`config.mk`:
```
export PLATFORM = sky130hd
export DESIGN_NAME = fwd_hazard_unit
export DESIGN_NICKNAME = d
export VERILOG_FILES = /design/src/rtl/fwd_pkg.sv /design/src/rtl/fwd_match.sv /design/src/rtl/fwd_hazard_unit.sv
export SDC_FILE = /design/constraint.sdc
export NUM_CORES = 1
export LEC_CHECK = 0
export BUFFER_PORTS_ARGS = -buffer_cell sky130_fd_sc_hd__buf_2
export CORE_AREA = 3 3 52 54
export CTS_CLUSTER_SIZE = 25
export DETAILED_ROUTE_END_ITERATION = 12
export DIE_AREA = 0 0 55 57
export GPL_ROUTABILITY_DRIVEN = 0
export PLACE_DENSITY = 0.86
export SLEW_MARGIN = 20
export SYNTH_ARGS = -nofsm -noshare
export SYNTH_HDL_FRONTEND = slang
export SYNTH_SLANG_ARGS = --single-unit
export TNS_END_PERCENT = 10
```
`constraint.sdc`:
```
create_clock -name clk_i -period 2 [get_ports clk_i]
set_input_delay 0.2 -clock clk_i [delete_from_list [all_inputs] [get_ports clk_i]]
set_output_delay 0.2 -clock clk_i [all_outputs]
set_load 0.01 [all_outputs]
```
`src/rtl/fwd_pkg.sv`:
```
// -----------------------------------------------------------------------------
// fwd_pkg
//   Shared definitions for the forwarding / hazard controller.
//   - FWD_* : 2-bit operand mux select codes
//   - stage_rec_t : per-stage record of an in-flight instruction
//   - BUBBLE_REC : record inserted into EX on a stall or flush
//   - REG_W : register-number width used by the records
// -----------------------------------------------------------------------------
package fwd_pkg;

    localparam int REG_W = 5;

    localparam logic [1:0] FWD_RF     = 2'b00;  // register file value
    localparam logic [1:0] FWD_EXMEM  = 2'b01;  // EX/MEM ALU result
    localparam logic [1:0] FWD_MEMWB  = 2'b10;  // MEM/WB write data
    localparam logic [1:0] FWD_POSTWB = 2'b11;  // post-WB register

    typedef struct packed {
        logic [REG_W-1:0] dst;  // destination register number
        logic             we;   // instruction writes the register file
        logic             ld;   // instruction is a load
    } stage_rec_t;

    localparam stage_rec_t BUBBLE_REC = '{dst: '0, we: 1'b0, ld: 1'b0};

endpackage

```
`src/rtl/fwd_match.sv`:
```
// -----------------------------------------------------------------------------
// fwd_match
//   Combinational priority compare of one source register against the
//   in-flight producers. The nearest producer wins (EX, then MEM, then WB).
//   Register 0 is hard-wired zero and never forwarded.
// Ports:
//   r        in   source register number of the ID instruction
//   ex_dst   in   destination of the instruction in EX
//   ex_we    in   EX instruction writes the register file
//   mem_dst  in   destination of the instruction in MEM
//   mem_we   in   MEM instruction writes the register file
//   wb_dst   in   destination of the instruction in WB
//   wb_we    in   WB instruction writes the register file
//   sel      out  2-bit operand mux select (FWD_* codes)
// -----------------------------------------------------------------------------
module fwd_match
    import fwd_pkg::*;
(
    input  logic [REG_W-1:0] r,
    input  logic [REG_W-1:0] ex_dst,
    input  logic             ex_we,
    input  logic [REG_W-1:0] mem_dst,
    input  logic             mem_we,
    input  logic [REG_W-1:0] wb_dst,
    input  logic             wb_we,
    output logic [1:0]       sel
);

    always_comb begin
        sel = FWD_RF;
        if (r != '0) begin
            if (ex_we && (ex_dst == r)) begin
                sel = FWD_EXMEM;
            end else if (mem_we && (mem_dst == r)) begin
                sel = FWD_MEMWB;
            end else if (wb_we && (wb_dst == r)) begin
                sel = FWD_POSTWB;
            end
        end
    end

endmodule

```
`src/rtl/fwd_hazard_unit.sv`:
```
// -----------------------------------------------------------------------------
// fwd_hazard_unit
//   Forwarding / load-use hazard controller of the 5-stage pipeline.
//   Tracks {dst, we, ld} of the instructions in EX, MEM and WB. Operand
//   selects are computed while the consumer sits in ID and registered on the
//   edge that moves it into EX, so they line up with the EX operands.
//   Selects are only computed against EX/MEM/WB: a producer that was in WB
//   when the consumer sat in ID is read from the datapath's post-WB register
//   (code 11), so no record beyond WB is needed here.
//
// Optional feature (macro FWD_STATS_EN): adds saturating statistics counters
//   stall_cnt_o (cycles with stall_o high) and fwd_cnt_o (edges loading a
//   non-00 select into either operand).
//
// Parameters:
//   REG_ADDR_W  register-number width (must equal fwd_pkg::REG_W)
//   CNT_W       statistics counter width (FWD_STATS_EN only)
// Ports:
//   clk_i          in   clock, all state on rising edge
//   rst_i          in   asynchronous active-low reset
//   id_rs_i        in   rs of the ID instruction
//   id_rt_i        in   rt of the ID instruction
//   id_dst_i       in   destination register of the ID instruction
//   id_regwrite_i  in   ID instruction writes the register file
//   id_memread_i   in   ID instruction is a load
//   flush_i        in   kill the ID instruction; a bubble enters EX
//   fwd_a_sel_o    out  operand-A select for the EX instruction (registered)
//   fwd_b_sel_o    out  operand-B select for the EX instruction (registered)
//   stall_o        out  load-use stall of PC and IF/ID (combinational)
//   stall_cnt_o    out  stall cycle counter (FWD_STATS_EN only)
//   fwd_cnt_o      out  forwarding event counter (FWD_STATS_EN only)
// -----------------------------------------------------------------------------
module fwd_hazard_unit
    import fwd_pkg::*;
#(
    parameter int REG_ADDR_W = REG_W,
    parameter int CNT_W      = 16
) (
    input  logic                  clk_i,
    input  logic                  rst_i,
    input  logic [REG_ADDR_W-1:0] id_rs_i,
    input  logic [REG_ADDR_W-1:0] id_rt_i,
    input  logic [REG_ADDR_W-1:0] id_dst_i,
    input  logic                  id_regwrite_i,
    input  logic                  id_memread_i,
    input  logic                  flush_i,
    output logic [1:0]            fwd_a_sel_o,
    output logic [1:0]            fwd_b_sel_o,
`ifdef FWD_STATS_EN
    output logic [CNT_W-1:0]      stall_cnt_o,
    output logic [CNT_W-1:0]      fwd_cnt_o,
`endif
    output logic                  stall_o
);

    stage_rec_t ex_q;
    stage_rec_t mem_q;
    stage_rec_t wb_q;
    stage_rec_t id_rec;

    logic [1:0] a_nxt;
    logic [1:0] b_nxt;
    logic       bubble;

    assign id_rec = '{dst: id_dst_i, we: id_regwrite_i, ld: id_memread_i};

    fwd_match u_match_a (
        .r       (id_rs_i),
        .ex_dst  (ex_q.dst),
        .ex_we   (ex_q.we),
        .mem_dst (mem_q.dst),
        .mem_we  (mem_q.we),
        .wb_dst  (wb_q.dst),
        .wb_we   (wb_q.we),
        .sel     (a_nxt)
    );

    fwd_match u_match_b (
        .r       (id_rt_i),
        .ex_dst  (ex_q.dst),
        .ex_we   (ex_q.we),
        .mem_dst (mem_q.dst),
        .mem_we  (mem_q.we),
        .wb_dst  (wb_q.dst),
        .wb_we   (wb_q.we),
        .sel     (b_nxt)
    );

    // Load in EX feeding the ID instruction: its data only exists after MEM,
    // so hold ID one cycle. A flush kills the consumer, so it overrides.
    assign stall_o = ex_q.ld && ex_q.we && (ex_q.dst != '0) &&
                     ((ex_q.dst == id_rs_i) || (ex_q.dst == id_rt_i)) && !flush_i;

    assign bubble = stall_o || flush_i;

    always_ff @(posedge clk_i or negedge rst_i) begin
        if (!rst_i) begin
            ex_q        <= BUBBLE_REC;
            mem_q       <= BUBBLE_REC;
            wb_q        <= BUBBLE_REC;
            fwd_a_sel_o <= FWD_RF;
            fwd_b_sel_o <= FWD_RF;
        end else begin
            wb_q  <= mem_q;
            mem_q <= ex_q;
            if (bubble) begin
                ex_q        <= BUBBLE_REC;
                fwd_a_sel_o <= FWD_RF;
                fwd_b_sel_o <= FWD_RF;
            end else begin
                ex_q        <= id_rec;
                fwd_a_sel_o <= a_nxt;
                fwd_b_sel_o <= b_nxt;
            end
        end
    end

`ifdef FWD_STATS_EN
    logic fwd_event;

    assign fwd_event = !bubble && ((a_nxt != FWD_RF) || (b_nxt != FWD_RF));

    always_ff @(posedge clk_i or negedge rst_i) begin
        if (!rst_i) begin
            stall_cnt_o <= '0;
            fwd_cnt_o   <= '0;
        end else begin
            if (stall_o && (stall_cnt_o != '1)) begin
                stall_cnt_o <= stall_cnt_o + 1'b1;
            end
            if (fwd_event && (fwd_cnt_o != '1)) begin
                fwd_cnt_o <= fwd_cnt_o + 1'b1;
            end
        end
    end
`endif

endmodule

```
======== Word level (Yosys, flattened, before mapping) ========
Index checks and enable logic that the tools add are counted.
cells by class
  reductions and logical operators ........ 16
  mux-type cells .......................... 11
  equality and inequality tests ........... 6
operators with widths
  operator             count
  $eq A5 B5 Y1         6
  $mux W2              10
  $reduce_bool A5 Y1   3
  $logic_and A1 B1 Y1  10
  $mux W7              1
  $logic_or A1 B1 Y1   2
  $logic_not A1 Y1     1
storage, ports and cells
  logic and storage cells ................. 42
  input bits .............................. 20
  register bits ........................... 23
  output and inout port bits .............. 5

======== Depth between registers and ports, before layout ========
Gate-level depths: netlist of run 1.
  depth after elaboration ................. 7
  depth in mapped cells ................... 6
  mapped depth without buffers ............ 5

======== Hierarchy ========
A second synthesis of run 1 with hierarchy kept.
unflattened totals
  cells, all modules ...................... 122
  area, all modules ....................... 1347.5 um^2
by module, submodules not included
  module           instances  sequential area each (um^2)  cells an instance  area an instance (um^2)
  fwd_hazard_unit  1          575.6                        66                 894.6
  fwd_match        2          0.0                          28                 226.5

======== Least setup slack after synthesis of run 1 ========
OpenSTA, ideal clock, no wires.
  path kind ............................... register to output
  start ................................... register ex_q[5] (netlist bit)
  end ..................................... output stall_o
  data arrival time ....................... 1481 ps
  stages on the path, launching flop included .. 7
  buffers on the path ..................... 1
  data required time ...................... 1800 ps
  path slack .............................. 319 ps
  cells stage by stage .................... dfrtp_1 xor2_1 nor3_1 nand3_2 a21oi_2 buf_6 nor2b_1
between the ends
  cells in the longest elaborated chain, start to end .. 4
  elaborated cells between the ends (all ways) .. 7
  classes of those cells .................. eq/ne (2); reduce/logical (5)
ends and longest elaborated chain
  element                                                           line                                          source
  from (decl)                                                       fwd_hazard_unit.sv:56                         stage_rec_t ex_q;
  from (signal assigned)                                            fwd_hazard_unit.sv:111                        ex_q <= id_rec;
  $eq A5 B5 Y1 / $reduce_bool A5 Y1 (equally long branches)         fwd_hazard_unit.sv:92, fwd_hazard_unit.sv:91
  $logic_or A1 B1 Y1 / $logic_and A1 B1 Y1 (equally long branches)  fwd_hazard_unit.sv:92, fwd_hazard_unit.sv:91
  $logic_and A1 B1 Y1 (*)                                           fwd_hazard_unit.sv:91                         assign stall_o = ex_q.ld && ex_q.we && (ex_q.dst != '0) &&
  $logic_and A1 B1 Y1 (*)                                           fwd_hazard_unit.sv:92                         ((ex_q.dst == id_rs_i) || (ex_q.dst == id_rt_i)) && !flush_i;
  to (decl)                                                         fwd_hazard_unit.sv:53                         output logic stall_o
Every way passes the cells marked *; elsewhere a longest branch is shown, timed or not.

======== Final worst setup path of run 1 ========
Same ends and word-level chain as after synthesis.

==> run metrics, run 1 <==
status=complete, but fails checks; failing checks=negative setup slack; Worst VDD drop=about 0.00045 V; Clock Tree Buf Depth=2; CTS sink cnt=23; startpoint types=flip-flop; Yosys Warn Count=0; final hold violations=0; n_diodes=0; pin count of the biggest net entering global routing=24; DRC Markers=0; CP endpoint kind=output pin; fin util=63.8%; CTS tree=done; clock transition at the registers of the reported paths=0.12 ns; Comb power frac=17.3%; Netlist Area Pre-Place=about 1200 sq um; vias after detailed routing=831; internal power=0.632 mW; Top FF cell, synth=dfrtp_1; Max Clock Freq=484 MHz; HP Class=input pin to flip-flop; flops & latches, synth=23; Setup Viol. Count Final=1; total grt overflow=0; Antenna Violating Nets Remaining=0; TritonCTS Buffers=3; period utilisation layout=103%; Seq pwr share=58.6%; RSZ-0062 raised after global routing=yes; CP Data Arrival Time=1.87 ns; Port Buffer Count=24; first-pass GRT wire length=4220 um; Post-synth EDFFs=0; core area=2250 sq um; die area=3140 sq um; critical path's slowest cell=or4_4; initial cell density of the core=a little over half; cell taking the most area after synthesis=dfrtp_1; Clock power frac=24.0%; maxcap violations=0; Post-Syn Instances=95; IO Pins=25; vias in the first global route=about 900; gr usage total=18.5%; Routed WL per cell=16.1 um; setup ws final=-0.0661 ns; clk_lat worst skew=0.31 ns; CP cell instances=buf_6 -> or4_4 -> o211ai_2 -> a21oi_4 -> nor2b_1 -> buf_2; leakage power=0.660 nW; initial antenna violation count=0; Worst Path Max Fanout=2; Sw Pwr=0.232 mW; post-synth net total=115; Core Rows=17; share of cells above drive strength 1=approximately two fifths; Starting DRT DRC Count=8; Post-Syn Area per Cell=between 10 and 15 sq um; Crit path buffers/inverters=2; min Tclk post-route=around 2.1 ns; Synth cell types=25; Die Wd=between 50 and 60 um; hpwl dp=between 1500 and 2000 um; Largest stage delay, worst path=0.51 ns; final hold slack=0.130 ns; nets@finish=151; drt total wl=2550 um; dpl ws=-0.123 ns; Final Non-Filler Cells=approximately 160; Setup CP Type=flip-flop to output pin; drt pass-1 iters=4; Slew headroom=65.8%; clk_skew=0.00776 ns; Synth area leaders=dfrtp_1 49%, xor2_1 15%, nor3b_2 7.4%, xnor2_1 7.4%, nor4_1 2.1%; root buf cell=clkbuf_4; setup TNS=-0.0661 ns; Placed Cells incl. Taps=149; Yosys top cell area share=around 50%; Clock H-tree levels=1; Slew Viols, Final=0; CP required=1.80 ns; switch share=26.9%; sequential fraction of the synthesis area=about half; asr flop ratio synth=100%; Crit path max-delay family=simple AND/OR/NAND/NOR gates; Area Overhead vs Synth=21.7%; PD cells=601 nW/um^2; Worst-Margin Slew=0.512 ns; Die H=57 um; DR vias/cell=~5.3
[per-layer routing]
metal  wire, um  share of wire, %  vias up  GRT usage, %
li1           -                 -      404             -
met1       1060                42      400          22.9
met2       1350                53       25          31.4
met3        110               4.3        2          5.74
met4         24              0.94        0          3.47
met5          0                 0        -             0
[power groups by stage]
stage	Combinational [mW]	Sequential, mW	Clock, mW
2_1_floorplan	0.0786	0.512	0
3_3_place_gp	0.133	0.514	0
3_5_place_dp	0.139	0.516	0
4_1_cts	0.148	0.506	0.215
5_1_grt	0.163	0.510	0.239
6_report	0.150	0.507	0.208
[worst register-to-register path: cells and delay by family (launching register included)]
kind            cells  cell delay (ns)
compound gates      3             0.58
simple gates        1             0.51
flops               1             0.41
buf+inv             2             0.32
[registers in the layout, indices dropped and copies added, names as in the netlist]
register / cells
wb_q: 6
fwd_b_sel_o: 2
mem_q: 6
ex_q: 7
fwd_a_sel_o: 2
[timing repair]
action	in CTS	in global routing
endpoints found under the setup margin	1	3
endpoints found under the hold margin	23	0
resized for setup	2	2
hold buffers	1	0
gates cloned	0	0
setup buffers	4	0
pin swaps	3	1
[synthesized netlist by cell type (2+ instances only)]
master,instances
nand4_1,2
nor3b_2,7
o21bai_1,2
nand3_2,2
or4_1,2
nor3_1,2
xnor2_1,10
nor4_1,4
inv_1,2
nand3_1,3
nor3_2,2
xor2_1,20
nor2_1,3
dfrtp_1,23
[layout make-up]
class                   instances  area, sq um
repair buffers                 33          194
inverters                       2         7.51
well taps                      28         35.0
clock inverters                 1         5.00
flip-flops and latches         23          576
fillers                       189          817
clock buffers                   3         22.5
multi-input cells              68          598
[worst paths after layout]
| kind | slack (ns) | to | cells past startpoint | start |
|---|---|---|---|---|
| worst min register to register | 0.46 | wb_q[1] | 0 | mem_q[1] |
| worst max-delay path | -0.07 | stall_o | 6 | ex_q[5] |
| max in group asynchronous | 1.28 | fwd_b_sel_o[0] | 2 | rst_i |
| min in group asynchronous | 0.38 | wb_q[5] | 2 | rst_i |
| worst min-delay path | 0.13 | ex_q[0] | 2 | id_memread_i |
| worst max register to register | 0.07 | fwd_a_sel_o[1] | 6 | ex_q[5] |
[cells in the final DEF (no fill, tap or decap)]
| cell | instances |
|---|---|
| nor4_1 | 3 |
| or4_1 | 2 |
| nor2_1 | 3 |
| nand2_1 | 1 |
| nand3_2 | 2 |
| a31oi_1 | 1 |
| dfrtp_1 | 23 |
| nor2b_1 | 1 |
| o21bai_1 | 2 |
| clkbuf_4 | 3 |
| nand4_1 | 2 |
| buf_6 | 1 |
| dlygate4sd3_1 | 1 |
| nor3_1 | 1 |
| clkinv_2 | 1 |
| o211ai_2 | 1 |
| nand3_1 | 3 |
| buf_2 | 24 |
| xnor2_1 | 10 |
| a2111oi_2 | 1 |
| a2bb2oi_1 | 1 |
| a211oi_2 | 1 |
| nor3_2 | 3 |
| or4_4 | 1 |
| a21oi_4 | 1 |
| inv_1 | 2 |
| xor2_1 | 20 |
| buf_4 | 7 |
| nor3b_2 | 7 |
| nor4_2 | 1 |
[through the flow]
| stage | instance area (sq um) | power, mW |
|---|---|---|
| 3_5_place_dp | 1350 | 0.655 |
| 6_report | 1440 | 0.864 |
| 3_3_place_gp | 1350 | 0.647 |
| 5_1_grt | 1440 | 0.912 |
| 2_1_floorplan | 1180 | 0.591 |
| 4_1_cts | 1430 | 0.869 |
[cell families after synthesis]
kind of cell           Yosys count  synth area share, %
XOR/XNOR                        30                 22.2
AND/OR/NAND/NOR                 30                 20.1
flip-flops                      23                 48.7
AO/OA/AOI/OAI                    8                 6.67
buffers and inverters            4                 2.22
Note: power is estimated with default switching activity, not from simulation.
==> inputs of run 2 (changes only) <==
- ABC_AREA: default -> 1
- CORE_AREA: 3 3 52 54 -> 3 3 54 56
- DIE_AREA: 0 0 55 57 -> 0 0 57 59
- PLACE_DENSITY: 0.86 -> 0.87
==> run 2 against run 1 <==
  * The run now ends clean
  * Die area is 7.3% higher
  * Routed wire length is 11% higher
  * Register-to-register slack better by 0.59 ns
  * Clock skew is 0.0024 ns lower
  * Via count is 52% higher
  * Clock power is 8% higher
  * Synthesized cell count is 120% higher
  * Worst setup slack better by 0.33 ns
==> run metrics, run 2 <==
core area=roughly 2500 sq um; initial cell density of the core=53.1%; Placed Instance Area=1460 sq um; cell taking the most area after synthesis=dfrtp_1; vias after detailed routing=1261; Routed WL per cell=10.7 um; Die H=59 um; Antenna Violating Nets Remaining=0; Synth cell types=14; clk_lat worst skew=0.32 ns; share of cells above drive strength 1=13.7%; Starting DRT DRC Count=62; post-synth net total=roughly 230; die area=about 3400 sq um; TritonCTS Buffers=3; Netlist Area Pre-Place=between 1000 and 1500 sq um; sequential fraction of the synthesis area=43.7%; post-cts resize count=0; Top FF cell, synth=dfrtp_1; Area Overhead vs Synth=13.9%; drt total wl=between 2000 and 3000 um; DR vias/cell=approximately 4.8; CP Data Arrival Time=~1.5 ns; biggest regs=ex_q x7, mem_q x6, wb_q x6; final hold violations=0; largest register by flop count=ex_q; IO Pins=25; fill count=approximately 270; Setup Viol. Count Final=0; Slew Viols, Final=0; asr flop ratio synth=100%; min Tclk post-route=1.73 ns; post-route cell area=1500 sq um; total grt overflow=0; CTS sink cnt=23; maxcap violations=0; Post-Syn Area per Cell=roughly 6.4 sq um; max reg flops=7; drt pass-1 iters=4; setup TNS=0 ns; PD cells=589 nW/um^2; hpwl dp=approximately 2300 um; Synth area leaders=dfrtp_1 44%, nand2_1 25%, nor2_1 10%, inv_1 8.8%, nand3_1 4.2%; n_diodes=0; CTS tree=done; leakage power=0.916 nW; root buf cell=clkbuf_4; clk_skew=approximately 0.0054 ns; vias in the first global route=1122; startpoint types=flip-flop; Port Buffer Count=24; Post-Syn Instances=206; Slew headroom=65.3%; first-pass GRT wire length=4880 um; top cells by count, synth=88 x nand2_1, 35 x nor2_1, 31 x inv_1; crit-path most repeated cell=nand2_1; Worst-Margin Slew=approximately 0.52 ns; CP endpoint kind=output pin; most common cell after layout, fill and taps aside=nand2_1; Worst Path Max Fanout=5; hold depth=3; status=completed; Post-synth EDFFs=0; Die Wd=approximately 57 um; RSZ-0062 raised after global routing=no; Largest stage delay, worst path=between 0.4 and 0.5 ns; most frequent cell after synthesis=nand2_1; flops & latches, synth=23; nets@finish=255; worst r2r path cells=9; Yosys Warn Count=0; Clock H-tree levels=1; clock transition at the registers of the reported paths=0.13 ns; Worst VDD drop=0.000483 V; pin count of the biggest net entering global routing=24; Yosys top cell area share=43.7%; CP required=1.80 ns; critical path's slowest cell=dfrtp_1; final hold slack=between 0.06 and 0.07 ns; Max Clock Freq=around 580 MHz; Clock Tree Buf Depth=2; gr usage total=approximately a fifth; period utilisation layout=86.6%; initial antenna violation count=0; Core Rows=18; HP Class=input pin to flip-flop; DRC Markers=0; most frequent cells in the layout=88 x nand2_1, 35 x nor2_1, 31 x inv_1; CP cell instances=inv_1 -> nand2_1 -> nand2_1 -> nor2_1 -> nand3_1 -> nand2_1 -> nand2_1 -> nor2_1 -> buf_2; Setup CP Type=flip-flop to output pin
run 2: cell count changes in the layout (fill, tap and decap cells not counted), moves of 8 or more:
| cell | delta |
|---|---|
| xnor2_1 | -8 |
| nand2_1 | +87 |
| inv_1 | +29 |
| nand3_1 | +8 |
| xor2_1 | -20 |
| nor2_1 | +32 |
run 2: worst paths after layout:
path,startpoint,endpoint,slack (ns)
worst max register to register,ex_q[2],ex_q[0],0.66
max in group asynchronous,rst_i,mem_q[4],1.28
worst min-delay path,id_dst_i[0],ex_q[2],0.06
worst min register to register,mem_q[5],wb_q[5],0.42
min in group asynchronous,rst_i,wb_q[1],0.36
worst max-delay path,ex_q[2],stall_o,0.27
run 2: per-stage QoR:
stage / std cells / util (%) / setup WS, ns / power (mW)
2_1_floorplan: 206 / - / 0.800 / 0.607
3_3_place_gp: 259 / 59.0 / 0.661 / 0.664
3_5_place_dp: 259 / 59.0 / 0.639 / 0.667
4_1_cts: 264 / 60.5 / 0.254 / 0.890
5_1_grt: 264 / 60.5 / 0.126 / 0.949
6_report: 264 / 60.5 / 0.268 / 0.884
run 2: critical path, delay by kind of cell, from the launching register on:
family / cells / cell delay, ns
AND/OR/NAND/NOR: 7 / 0.55
buffers and inverters: 2 / 0.21
flip-flops: 1 / 0.45
run 2: report_power, final:
part / total, mW / leakage (nW) / switching, mW / internal [mW]
Clock: 0.224 / 0.0150 / 0.146 / 0.0783
Sequential: 0.505 / 0.301 / 0.0188 / 0.486
Combinational: 0.155 / 0.600 / 0.0983 / 0.0568
run 2: cell type report:
class                      count  area (sq um)  share of cell area (%)
multi-input combinational    148           602                    40.2
timing repair buffer          25           130                    8.68
clock buffer                   4          26.3                    1.75
sequential                    23           576                    38.4
inverter                      34           128                    8.51
tap                           30          37.5                    2.50
run 2: repair_timing:
item	in CTS	in global routing
hold buffers	1	0
hold endpoints to repair	23	0
endpoints found under the setup margin	0	0
setup buffers	0	0
run 2: cells by family after synthesis:
family / count (synthesis) / share of synthesized area, %
XOR/XNOR: 2 / 1.33
flip-flops: 23 / 43.7
AND/OR/NAND/NOR: 142 / 42.9
buffers and inverters: 35 / 10.6
AO/OA/AOI/OAI: 4 / 1.52
run 2: per-layer routing:
layer	part of all wire, %	up-vias	GRT usage (%)
met5	0	-	0
met2	46	40	31.0
met4	1.5	0	6.95
met1	46	549	26.0
met3	6.9	3	2.83
li1	-	669	-
==> inputs of run 3 (changes only) <==
- CORE_AREA: 3 3 54 56 -> 3 3 55 57
- DIE_AREA: 0 0 57 59 -> 0 0 58 60
- PLACE_DENSITY: 0.87 -> 0.85
==> run 3 against run 2 <==
  * Final cell count did not move
  * Register-to-register slack improved by 0.02 ns
  * Non-clock buffer count did not move
  * Clock skew fell by 0.0043 ns
  * Combinational power barely moved
  * Sequential share of layout area did not move
  * First-iteration DRC count fell by 37%
  * Critical path type unchanged
  * Critical endpoint unchanged
  * Highest routed layer unchanged
==> run metrics, run 3 (synthesized netlist as in run 2, its figures left out) <==
status=completed; Antenna Violating Nets Remaining=0; core area=2520 sq um; final hold violations=0; biggest regs=ex_q x7, mem_q x6, wb_q x6; CP endpoint kind=output pin; first-pass GRT wire length=approximately 4800 um; total grt overflow=0; nets@finish=255; Worst VDD drop=just over 0.0006 V; clk_lat worst skew=a little over 0.3 ns; share of cells above drive strength 1=13.7%; drt total wl=about 2800 um; Setup Viol. Count Final=0; root buf cell=clkbuf_4; Placed Instance Area=between 1000 and 1500 sq um; maxcap violations=0; Core Rows=18; CTS sink cnt=23; vias after detailed routing=1281; most common cell after layout, fill and taps aside=nand2_1; Sw Pwr=roughly 0.25 mW; initial cell density of the core=52.2%; initial antenna violation count=0; Max Clock Freq=587 MHz; TritonCTS Buffers=3; internal power=0.621 mW; Clock Tree Buf Depth=2; vias in the first global route=1138; post-cts resize count=0; DR vias/cell=4.85; max reg flops=7; clock transition at the registers of the reported paths=0.12 ns; die area=3480 sq um; post-route cell area=between 1000 and 1500 sq um; Comb power frac=between 15 and 20%; Clock H-tree levels=1; drt pass-1 iters=4; period utilisation layout=85.2%; Starting DRT DRC Count=39; DRC Markers=0; Die Wd=just under 60 um; gr usage total=18.3%; hpwl dp=2280 um; Seq pwr share=57.7%; largest register by flop count=ex_q; Clock power frac=24.7%; Slew headroom=65.9%; clk_skew=between 0.001 and 0.0015 ns; leakage power=0.916 nW; most frequent cells in the layout=88 x nand2_1, 35 x nor2_1, 31 x inv_1; pin count of the biggest net entering global routing=24; min Tclk post-route=about 1.7 ns; HP Class=input pin to flip-flop; crit-path most repeated cell=nand2_1; Port Buffer Count=24; Routed WL per cell=10.7 um; PD cells=roughly 600 nW/um^2; Crit path max-delay family=simple AND/OR/NAND/NOR gates; Area Overhead vs Synth=13.9%; CP required=1.80 ns; critical path's slowest cell=dfrtp_1; n_diodes=0; RSZ-0062 raised after global routing=no; CP cell instances=inv_1 -> nand2_1 -> nand2_1 -> nor2_1 -> nand3_1 -> nand2_1 -> nand2_1 -> nor2_1 -> buf_2; switch share=between 20 and 30%; Setup CP Type=flip-flop to output pin; Worst Path Max Fanout=5; startpoint types=flip-flop; Die H=~60 um; fill count=250; Slew Viols, Final=0; IO Pins=25; CTS tree=done; CP Data Arrival Time=1.50 ns; Worst-Margin Slew=approximately 0.51 ns; Crit path buffers/inverters=2; setup TNS=0 ns; Largest stage delay, worst path=0.44 ns
[run 3: cell counts in the layout (fill, tap and decap cells not counted)]
Identical to the previous run, type by type.
[run 3: layout make-up]
cell class                 count  area (sq um)  area share [%]
clock buffer                   4          26.3            1.75
inverter                      34           128            8.51
multi-input combinational    148           602            40.2
sequential                    23           576            38.4
tap                           30          37.5            2.50
timing repair buffer          25           130            8.68
[run 3: worst reg2reg max path, cell delays in order (launching register included)]
cell and delay, ns:
dfrtp_1 0.44, inv_1 0.07, nand2_1 0.06, nand2_1 0.05
nor2_1 0.15, nand3_1 0.08, nand2_1 0.06, nand2_1 0.07
nand2_2 0.17, nor2_1 0.07
[run 3: stage by stage]
stage	total power, mW	cells	util, %	setup slack [ns]	hold slack [ns]
after floorplan	0.607	206	-	0.800	-0.0956
after global placement	0.664	259	58.0	0.645	0.200
after detailed placement	0.667	259	58.0	0.660	0.201
after CTS	0.880	264	59.4	0.288	0.0666
after global routing	0.932	264	59.4	0.158	0.0557
final	0.875	264	59.4	0.296	0.0707
[run 3: power by group through the flow]
stage               clock [mW]  combinational (mW)  sequential, mW
CTS                      0.220               0.156           0.505
finish                   0.216               0.154           0.505
floorplan                    0              0.0976           0.510
detailed placement           0               0.153           0.514
global placement             0               0.151           0.513
global route             0.243               0.181           0.508
[run 3: what timing repair did]
item	4_1_cts	5_1_grt
endpoints found under the hold margin	23	0
hold buffers	1	0
setup buffers	0	0
[run 3: final timing paths]
kind | cells after the start | to | from | slack [ns]
setup / recovery | 9 | stall_o | ex_q[2] | 0.30
hold / removal | 3 | ex_q[3] | id_dst_i[1] | 0.07
setup reg to reg | 9 | fwd_b_sel_o[0] | ex_q[2] | 0.68
hold reg to reg | 0 | wb_q[1] | mem_q[1] | 0.42
max in group asynchronous | 2 | wb_q[2] | rst_i | 1.28
min in group asynchronous | 2 | wb_q[4] | rst_i | 0.38
[run 3: layer usage]
metal  track usage (%)  share of wire, %
met1              22.9                45
met2              31.6                46
met3              2.81               7.5
met4              7.62               1.6
met5                 0                 0
